## src/rtl/dram_init_wb_master_pkg.sv

```systemverilog
`default_nettype none
// ============================================================================
// Module   : dram_init_wb_master_pkg
// Purpose  : DRAM register map, PHY_READY field positions and sequencer states
// Revision : 1.0 - initial release
// ============================================================================
package dram_init_wb_master_pkg;

  localparam logic [2:0] c_REG_PHY_READY = 3'd0;
  localparam logic [2:0] c_REG_RESET     = 3'd1;
  localparam logic [2:0] c_REG_FREQ      = 3'd2;
  localparam logic [2:0] c_REG_GRANT     = 3'd3;

  localparam int c_PHY_READY_BIT = 0;
  localparam int c_PHY_CAL_BIT   = 4;

  typedef enum logic [2:0] {
    ST_IDLE   = 3'd0,
    ST_WR_RST = 3'd1,
    ST_GAP    = 3'd2,
    ST_RD_RDY = 3'd3,
    ST_RD_FRQ = 3'd4,
    ST_WR_GNT = 3'd5,
    ST_FIN    = 3'd6
  } state_t;

  // Registers sit on 16-bit lanes, so the index lands on byte-address bits [3:1].
  function automatic logic [31:0] reg_addr(input logic [31:0] base, input logic [2:0] idx);
    return base + {28'd0, idx, 1'b0};
  endfunction

endpackage
`default_nettype wire

```

## src/rtl/dram_init_wb_master_xfer.sv

```systemverilog
`default_nettype none
// ============================================================================
// Module   : dram_init_wb_master_xfer
// Purpose  : Single Wishbone transaction engine; define DRAM_INIT_ACK_TIMEOUT_EN
//            to abandon a cycle that is not acked within 1023 cycles.
// Revision : 1.0 - initial release
// ============================================================================
module dram_init_wb_master_xfer #(
  parameter logic [31:0] BASE_ADDR = 32'h0
) (
  input  logic        wb_clk_i,
  input  logic        wb_rst_i,
  input  logic        req,
  input  logic        we,
  input  logic [31:0] adr,
  input  logic [15:0] wdat,
  output logic        busy,
  output logic        ack,
  output logic        err,
  output logic [15:0] rdata,
  output logic        wb_cyc_o,
  output logic        wb_stb_o,
  output logic        wb_we_o,
  output logic [1:0]  wb_sel_o,
  output logic [31:0] wb_adr_o,
  output logic [15:0] wb_dat_o,
  input  logic [15:0] wb_dat_i,
  input  logic        wb_ack_i
);

  logic        r_cyc;
  logic        r_we;
  logic [31:0] r_adr;
  logic [15:0] r_dat;
  logic [15:0] r_rdata;
  logic        r_ack;

`ifdef DRAM_INIT_ACK_TIMEOUT_EN
  // Counter is zero in the first cyc cycle, so this limit abandons after 1023 cycles.
  localparam logic [9:0] c_WDOG_LAST = 10'd1022;
  logic [9:0] r_wdog;
  logic       r_err;
`endif

  always_ff @(posedge wb_clk_i or posedge wb_rst_i) begin
    if (wb_rst_i) begin
      r_cyc   <= 1'b0;
      r_we    <= 1'b0;
      r_adr   <= BASE_ADDR;
      r_dat   <= 16'h0000;
      r_rdata <= 16'h0000;
      r_ack   <= 1'b0;
`ifdef DRAM_INIT_ACK_TIMEOUT_EN
      r_wdog  <= 10'd0;
      r_err   <= 1'b0;
`endif
    end else begin
      r_ack <= 1'b0;
`ifdef DRAM_INIT_ACK_TIMEOUT_EN
      r_err <= 1'b0;
`endif
      if (r_cyc) begin
        if (wb_ack_i) begin
          r_cyc   <= 1'b0;
          r_we    <= 1'b0;
          r_rdata <= wb_dat_i;
          r_ack   <= 1'b1;
        end
`ifdef DRAM_INIT_ACK_TIMEOUT_EN
        else if (r_wdog == c_WDOG_LAST) begin
          r_cyc <= 1'b0;
          r_we  <= 1'b0;
          r_err <= 1'b1;
        end else begin
          r_wdog <= r_wdog + 10'd1;
        end
`endif
      end else if (req) begin
        r_cyc  <= 1'b1;
        r_we   <= we;
        r_adr  <= adr;
        r_dat  <= wdat;
`ifdef DRAM_INIT_ACK_TIMEOUT_EN
        r_wdog <= 10'd0;
`endif
      end
    end
  end

  assign busy     = r_cyc;
  assign ack      = r_ack;
  assign rdata    = r_rdata;
  assign wb_cyc_o = r_cyc;
  assign wb_stb_o = r_cyc;
  assign wb_we_o  = r_we;
  assign wb_sel_o = {2{r_cyc}};
  assign wb_adr_o = r_adr;
  assign wb_dat_o = r_dat;

`ifdef DRAM_INIT_ACK_TIMEOUT_EN
  assign err = r_err;
`else
  assign err = 1'b0;
`endif

endmodule
`default_nettype wire

```

## src/rtl/dram_init_wb_master.sv

```systemverilog
`default_nettype none
// ============================================================================
// Module   : dram_init_wb_master
// Purpose  : Wishbone initiator sequencing DRAM reset, PHY-ready poll, FREQ read
//            and arbiter grant. Option macro: DRAM_INIT_ACK_TIMEOUT_EN.
// Revision : 1.0 - initial release
// ============================================================================
module dram_init_wb_master
  import dram_init_wb_master_pkg::*;
#(
  parameter logic [31:0] BASE_ADDR = 32'h0,
  parameter int          POLL_GAP  = 16,
  parameter int          POLL_MAX  = 1024
) (
  input  logic        wb_clk_i,
  input  logic        wb_rst_i,
  input  logic        start,
  output logic        wb_cyc_o,
  output logic        wb_stb_o,
  output logic        wb_we_o,
  output logic [1:0]  wb_sel_o,
  output logic [31:0] wb_adr_o,
  output logic [15:0] wb_dat_o,
  input  logic [15:0] wb_dat_i,
  input  logic        wb_ack_i,
  output logic        busy,
  output logic        done,
  output logic        cal_fail,
  output logic        timeout,
  output logic [15:0] dram_freq
);

  localparam logic [15:0] c_GAP_LOAD = 16'(POLL_GAP - 1);
  localparam logic [15:0] c_POLL_MAX = 16'(POLL_MAX);

  state_t      r_state;
  logic        r_req;
  logic        r_we;
  logic [2:0]  r_idx;
  logic [15:0] r_wdat;
  logic [15:0] r_gap_cnt;
  logic [15:0] r_poll_cnt;
  logic [15:0] r_dram_freq;
  logic        r_done;
  logic        r_cal_fail;
  logic        r_timeout;

  logic        w_xfer_busy;
  logic        w_xfer_ack;
  logic        w_xfer_err;
  logic [15:0] w_xfer_rdata;
  logic [15:0] w_poll_next;
  logic [31:0] w_xfer_adr;

  assign w_poll_next = r_poll_cnt + 16'd1;
  assign w_xfer_adr  = reg_addr(BASE_ADDR, r_idx);

  always_ff @(posedge wb_clk_i or posedge wb_rst_i) begin
    if (wb_rst_i) begin
      r_state     <= ST_IDLE;
      r_req       <= 1'b0;
      r_we        <= 1'b0;
      r_idx       <= 3'd0;
      r_wdat      <= 16'h0000;
      r_gap_cnt   <= 16'h0000;
      r_poll_cnt  <= 16'h0000;
      r_dram_freq <= 16'h0000;
      r_done      <= 1'b0;
      r_cal_fail  <= 1'b0;
      r_timeout   <= 1'b0;
    end else begin
      r_req  <= 1'b0;
      r_done <= 1'b0;
      if (w_xfer_err) begin
        // Abandoned bus cycle: report as timeout and finish without granting.
        r_timeout <= 1'b1;
        r_done    <= 1'b1;
        r_state   <= ST_FIN;
      end else begin
        case (r_state)
          ST_IDLE: begin
            if (start) begin
              r_cal_fail <= 1'b0;
              r_timeout  <= 1'b0;
              r_poll_cnt <= 16'h0000;
              r_req      <= 1'b1;
              r_we       <= 1'b1;
              r_idx      <= c_REG_RESET;
              r_wdat     <= 16'h0001;
              r_state    <= ST_WR_RST;
            end
          end
          ST_WR_RST: begin
            if (w_xfer_ack) begin
              r_gap_cnt <= c_GAP_LOAD;
              r_state   <= ST_GAP;
            end
          end
          ST_GAP: begin
            if (r_gap_cnt == 16'h0000) begin
              r_req   <= 1'b1;
              r_we    <= 1'b0;
              r_idx   <= c_REG_PHY_READY;
              r_state <= ST_RD_RDY;
            end else begin
              r_gap_cnt <= r_gap_cnt - 16'd1;
            end
          end
          ST_RD_RDY: begin
            if (w_xfer_ack) begin
              r_poll_cnt <= w_poll_next;
              if (w_xfer_rdata[c_PHY_CAL_BIT]) begin
                r_cal_fail <= 1'b1;
                r_done     <= 1'b1;
                r_state    <= ST_FIN;
              end else if (w_xfer_rdata[c_PHY_READY_BIT]) begin
                r_req   <= 1'b1;
                r_we    <= 1'b0;
                r_idx   <= c_REG_FREQ;
                r_state <= ST_RD_FRQ;
              end else if (w_poll_next == c_POLL_MAX) begin
                r_timeout <= 1'b1;
                r_done    <= 1'b1;
                r_state   <= ST_FIN;
              end else begin
                r_gap_cnt <= c_GAP_LOAD;
                r_state   <= ST_GAP;
              end
            end
          end
          ST_RD_FRQ: begin
            if (w_xfer_ack) begin
              r_dram_freq <= w_xfer_rdata;
              r_req       <= 1'b1;
              r_we        <= 1'b1;
              r_idx       <= c_REG_GRANT;
              r_wdat      <= 16'h0001;
              r_state     <= ST_WR_GNT;
            end
          end
          ST_WR_GNT: begin
            if (w_xfer_ack) begin
              r_done  <= 1'b1;
              r_state <= ST_FIN;
            end
          end
          ST_FIN:  r_state <= ST_IDLE;
          default: r_state <= ST_IDLE;
        endcase
      end
    end
  end

  dram_init_wb_master_xfer #(
    .BASE_ADDR (BASE_ADDR)
  ) u_xfer (
    .wb_clk_i (wb_clk_i),
    .wb_rst_i (wb_rst_i),
    .req      (r_req),
    .we       (r_we),
    .adr      (w_xfer_adr),
    .wdat     (r_wdat),
    .busy     (w_xfer_busy),
    .ack      (w_xfer_ack),
    .err      (w_xfer_err),
    .rdata    (w_xfer_rdata),
    .wb_cyc_o (wb_cyc_o),
    .wb_stb_o (wb_stb_o),
    .wb_we_o  (wb_we_o),
    .wb_sel_o (wb_sel_o),
    .wb_adr_o (wb_adr_o),
    .wb_dat_o (wb_dat_o),
    .wb_dat_i (wb_dat_i),
    .wb_ack_i (wb_ack_i)
  );

  assign busy      = (r_state != ST_IDLE) || w_xfer_busy;
  assign done      = r_done;
  assign cal_fail  = r_cal_fail;
  assign timeout   = r_timeout;
  assign dram_freq = r_dram_freq;

endmodule
`default_nettype wire

```

## config.mk

```make
export PLATFORM = sky130hd
export DESIGN_NAME = dram_init_wb_master
export DESIGN_NICKNAME = d
export VERILOG_FILES = /design/src/rtl/dram_init_wb_master_pkg.sv /design/src/rtl/dram_init_wb_master_xfer.sv /design/src/rtl/dram_init_wb_master.sv
export SDC_FILE = /design/constraint.sdc
export NUM_CORES = 1
export LEC_CHECK = 0
export CAP_MARGIN = 20
export CELL_PAD_IN_SITES_DETAIL_PLACEMENT = 0
export CELL_PAD_IN_SITES_GLOBAL_PLACEMENT = 2
export CORE_UTILIZATION = 29
export DETAILED_ROUTE_END_ITERATION = 10
export GPL_TIMING_DRIVEN = 0
export MAX_ROUTING_LAYER = met4
export PLACE_DENSITY_LB_ADDON = 0.25
export SYNTH_ARGS = -nofsm -noshare
export SYNTH_HDL_FRONTEND = slang
export SYNTH_SLANG_ARGS = --single-unit
```

## constraint.sdc

```tcl
create_clock -name wb_clk_i -period 2.5 [get_ports wb_clk_i]
set_clock_uncertainty 0.05 [all_clocks]
set_input_delay 0.375 -clock wb_clk_i [delete_from_list [all_inputs] [get_ports wb_clk_i]]
set_output_delay 0.375 -clock wb_clk_i [all_outputs]
set_load 0.05 [all_outputs]
```

==> implementation parameters <==
Parameter                              Value

Logic synthesis
  Number of enable flip-flop cells after synthesis ... 0
  Biggest area consumer among synthesized cells ... dfrtp_1
  Post-Syn Area per Cell ... approximately 10 µm²
  Yosys warns ... 0
  Synth area leaders ... dfrtp_1 (46%), mux2_2 (8.9%), buf_4 (8.2%)
  Gate count of the mapped netlist ... ~430
  Share of async-settable or async-resettable flops after synthesis ... 100%
  Synth Cell Area ... 4420 µm²
  Post-synth top flop ... dfrtp_1
  Synth top area share ... 45.9%
  Number of flip-flops and latches in the synthesized netlist ... 81
  Fraction of the yosys area taken by sequential cells ... 45.9%
  Number of unique standard cell types used by synthesis ... 58

STA
  Final Critical Period ... about 2.5 ns
  RSZ-0062 raised after global routing ... yes
  Highest clock frequency the design can meet ... 0.401 GHz
  Hold Worst Slack ... 0.239 ns
  Pins Over Slew Limit ... 0
  Hold Fails Final Rpt ... 0
  Share of the clock period used by the worst path after layout ... 99.9%
  # setup viols final ... 0
  Setup TNS Final ... 0 ns
  Worst-margin pin slew ... between 0.6 and 0.7 ns
  Relative slew slack ... 54.4%

Die
  Top Ports ... between 90 and 100
  Overall die height ... 125 µm
  Die Wd ... 125 µm
  CORE AREA ... between 10,000 and 15,000 µm²
  Starting density of the core ... 30.1%
  Total Die Area ... 15,700 µm²
  Std-Cell Rows ... 44

Drt
  Antenna Violating Nets Remaining ... 0
  Number of vias after detailed routing ... 3,524
  Remaining routing DRC violations ... 0
  Routed vias/inst ... roughly 4.8
  Detailed-route wire length per cell ... 14.3 µm
  Routed wire length ... approximately 11,000 µm
  Drt initial violations ... around 160
  Number of search-and-repair iterations in the first detailed-routing pass ... 6

Power and ir drop
  Lkg Pwr ... 2.60 nW
  Post-route total power ... 5.78 mW
  Maximum vdd drop ... roughly 0.45 mV
  Power density over the cells ... ~1000 nW/µm²

Cells and area
  Finished Cell Area ... 5810 µm²
  Most common cell after layout, fill and taps aside ... dfrtp_1
  Fraction of final layout cells with drive strength greater than 1 ... ~28%
  Commonest cells after routing, fill and taps aside ... dfrtp_1 (80), buf_4 (60), clkdlybuf4s50_1 (46)
  Layout net count ... between 500 and 600
  Diode insertion count for antenna repair ... 0
  Number of filler instances in the final layout ... 1,452
  Area growth syn-to-layout ... 31.5%

CTS
  Clock-pin slew of the registers on the worst-case setup and hold paths ... 0.06 ns
  Root buffer cell ... clkbuf_16
  Clock Latency Late Sink ... 0.34 ns
  Clock buffers created by TritonCTS ... 9
  CTS tree ... built
  Depth of the CTS H-tree ... 3
  Number of clock sinks ... 81
  Clock buffer depth ... 2
  # hold bufs at CTS ... 0

Critical path
  Startpoint class of the critical path ... flip-flop
  Capturing element type of the critical path ... flip-flop
  Worst Path Max Fanout ... 6
  R2R setup slack ... 0.003 ns
  Number of cells on the worst reg-to-reg path ... 10
  Required time of the worst setup path ... between 2 and 3 ns
  R2R Path End ... r_gap_cnt[6]$_DFFE_PP0P_
  Worst reg2reg startpoint ... r_gap_cnt[1]$_DFFE_PP0P_
  Arrival time worst endpoint ... approximately 2.7 ns
  Startpoint-to-endpoint class of the critical path ... reg2reg

Hold path
  Path class of the lowest-slack min-delay path ... in2async

GRT
  Global-route total usage across every layer ... 14.3%
  Via count of the first global-routing pass ... 3,419
  Largest net degree at the start of global routing ... 41
  Total grt overflow ... 0
  Global-route wire length before repair ... ~17,000 µm
  Number of antenna violations at the first check in global routing ... 0

Placement
  Total placed instance area ... 5330 µm²
  Routability congestion estimate from global placement ... approximately 0.74
  Buffers added on ports ... 47
  Post-DP HPWL ... 7190 µm

Status
  Result of the run ... finished, final reports clean

Job
  MaxCap Viol Count ... 0
==> per-stage QoR <==
stage	worst slack (ns)	util, %	instances
final	0.00330	39.5	734
after global placement	-0.305	36.0	706
after floorplan	0.0660	-	475
after detailed placement	-0.344	36.3	709
after CTS	-0.141	39.1	732
after global routing	-0.103	39.5	734
==> Yosys cell counts, drive strengths merged, types with 3 or more instances <==
library cell and count:
a21oi 17, o31ai 6, clkbuf 17, inv 6
ha 3, nor3 16, nor4 7, nand3 10
buf 55, mux2i 3, nor2b 6, mux2 35
a41oi 7, nand2b 11, a31oi 13, and3 4
nor2 25, nand2 22, and2 4, dfrtp 81
o21ai 32, nand4 8, a22o 4
==> layer usage <==
| layer | global-route usage (%) | vias up | share of wire [%] |
|---|---|---|---|
| met5 | - | - | 0 |
| met1 | 17.7 | 1711 | 46 |
| met4 | 5.38 | 0 | 1.6 |
| met2 | 22.5 | 98 | 47 |
| li1 | - | 1703 | - |
| met3 | 3.51 | 12 | 5.6 |
==> sequential cells by signal, indices dropped and copies added, names as in the netlist <==
name,count
u_xfer.wb_adr_o,2
u_xfer.ack,1
dram_freq,16
u_xfer.wb_dat_o,1
r_idx,2
r_gap_cnt,16
r_wdat,1
timeout,1
r_req,1
r_we,1
u_xfer.wb_we_o,1
u_xfer.rdata,16
done,1
cal_fail,1
u_xfer.busy,1
r_state,3
r_poll_cnt,16
==> where the power goes <==
part | switching, mW | total (mW) | internal, mW
Combinational | 1.36 | 2.29 | 0.936
Clock | 0.540 | 1.37 | 0.829
Sequential | 0.388 | 2.12 | 1.73
==> cells by family (layout without fill, tap and decap cells) <==
group	count (synthesis)	count (layout)	synth area share [%]
XOR/XNOR	3	3	0.595
adder cells (fa/ha/maj)	3	3	0.849
flip-flops	81	81	45.9
AND/OR/NAND/NOR	128	128	16.5
multiplexers	38	38	9.60
buffers and inverters	78	153	11.0
AO/OA/AOI/OAI	99	99	15.4
other	1	45	0.0849
==> critical path, stage by stage (launching register included) <==
cell	delay [ns]
dfrtp_1	0.40
inv_2	0.09
ha_4	0.13
or3b_4	0.38
nand4bb_1	0.21
buf_6	0.15
o31a_1	0.34
or2_4	0.30
buf_6	0.13
o311a_1	0.11
a21oi_1	0.11
==> how the worst max path moves through the flow <==
stage	from	to	slack (ns)	depth (start not counted)
after floorplan	r_gap_cnt[0]$_DFFE_PP0P_	r_gap_cnt[6]$_DFFE_PP0P_	0.07	10
after CTS	r_state[0]$_DFFE_PP0P_	busy	-0.14	4
after global placement	r_poll_cnt[0]$_DFFE_PP0P_	r_gap_cnt[0]$_DFFE_PP0P_	-0.31	9
after global routing	r_gap_cnt[1]$_DFFE_PP0P_	r_gap_cnt[6]$_DFFE_PP0P_	-0.10	10
after detailed placement	r_poll_cnt[0]$_DFFE_PP0P_	r_gap_cnt[0]$_DFFE_PP0P_	-0.34	9
final	r_gap_cnt[1]$_DFFE_PP0P_	r_gap_cnt[6]$_DFFE_PP0P_	0.003	10
==> final cells by class <==
type	instances	area [µm²]	area share (%)
plain buffers	68	459	7.90
clock buffers	12	256	4.41
clock inverters	4	51.3	0.883
inverters	6	26.3	0.452
multi-input cells	316	2150	37.0
flip-flops and latches	81	2030	34.9
well taps	184	230	3.96
repair buffers	63	612	10.5
==> what timing repair did <==
action,4_1_cts,5_1_grt
endpoints found under the setup margin,21,35
buffers inserted,8,4
pin swaps,6,6
resized for setup,14,17
gates cloned,1,0
Note: power is estimated with default switching activity, not from simulation.
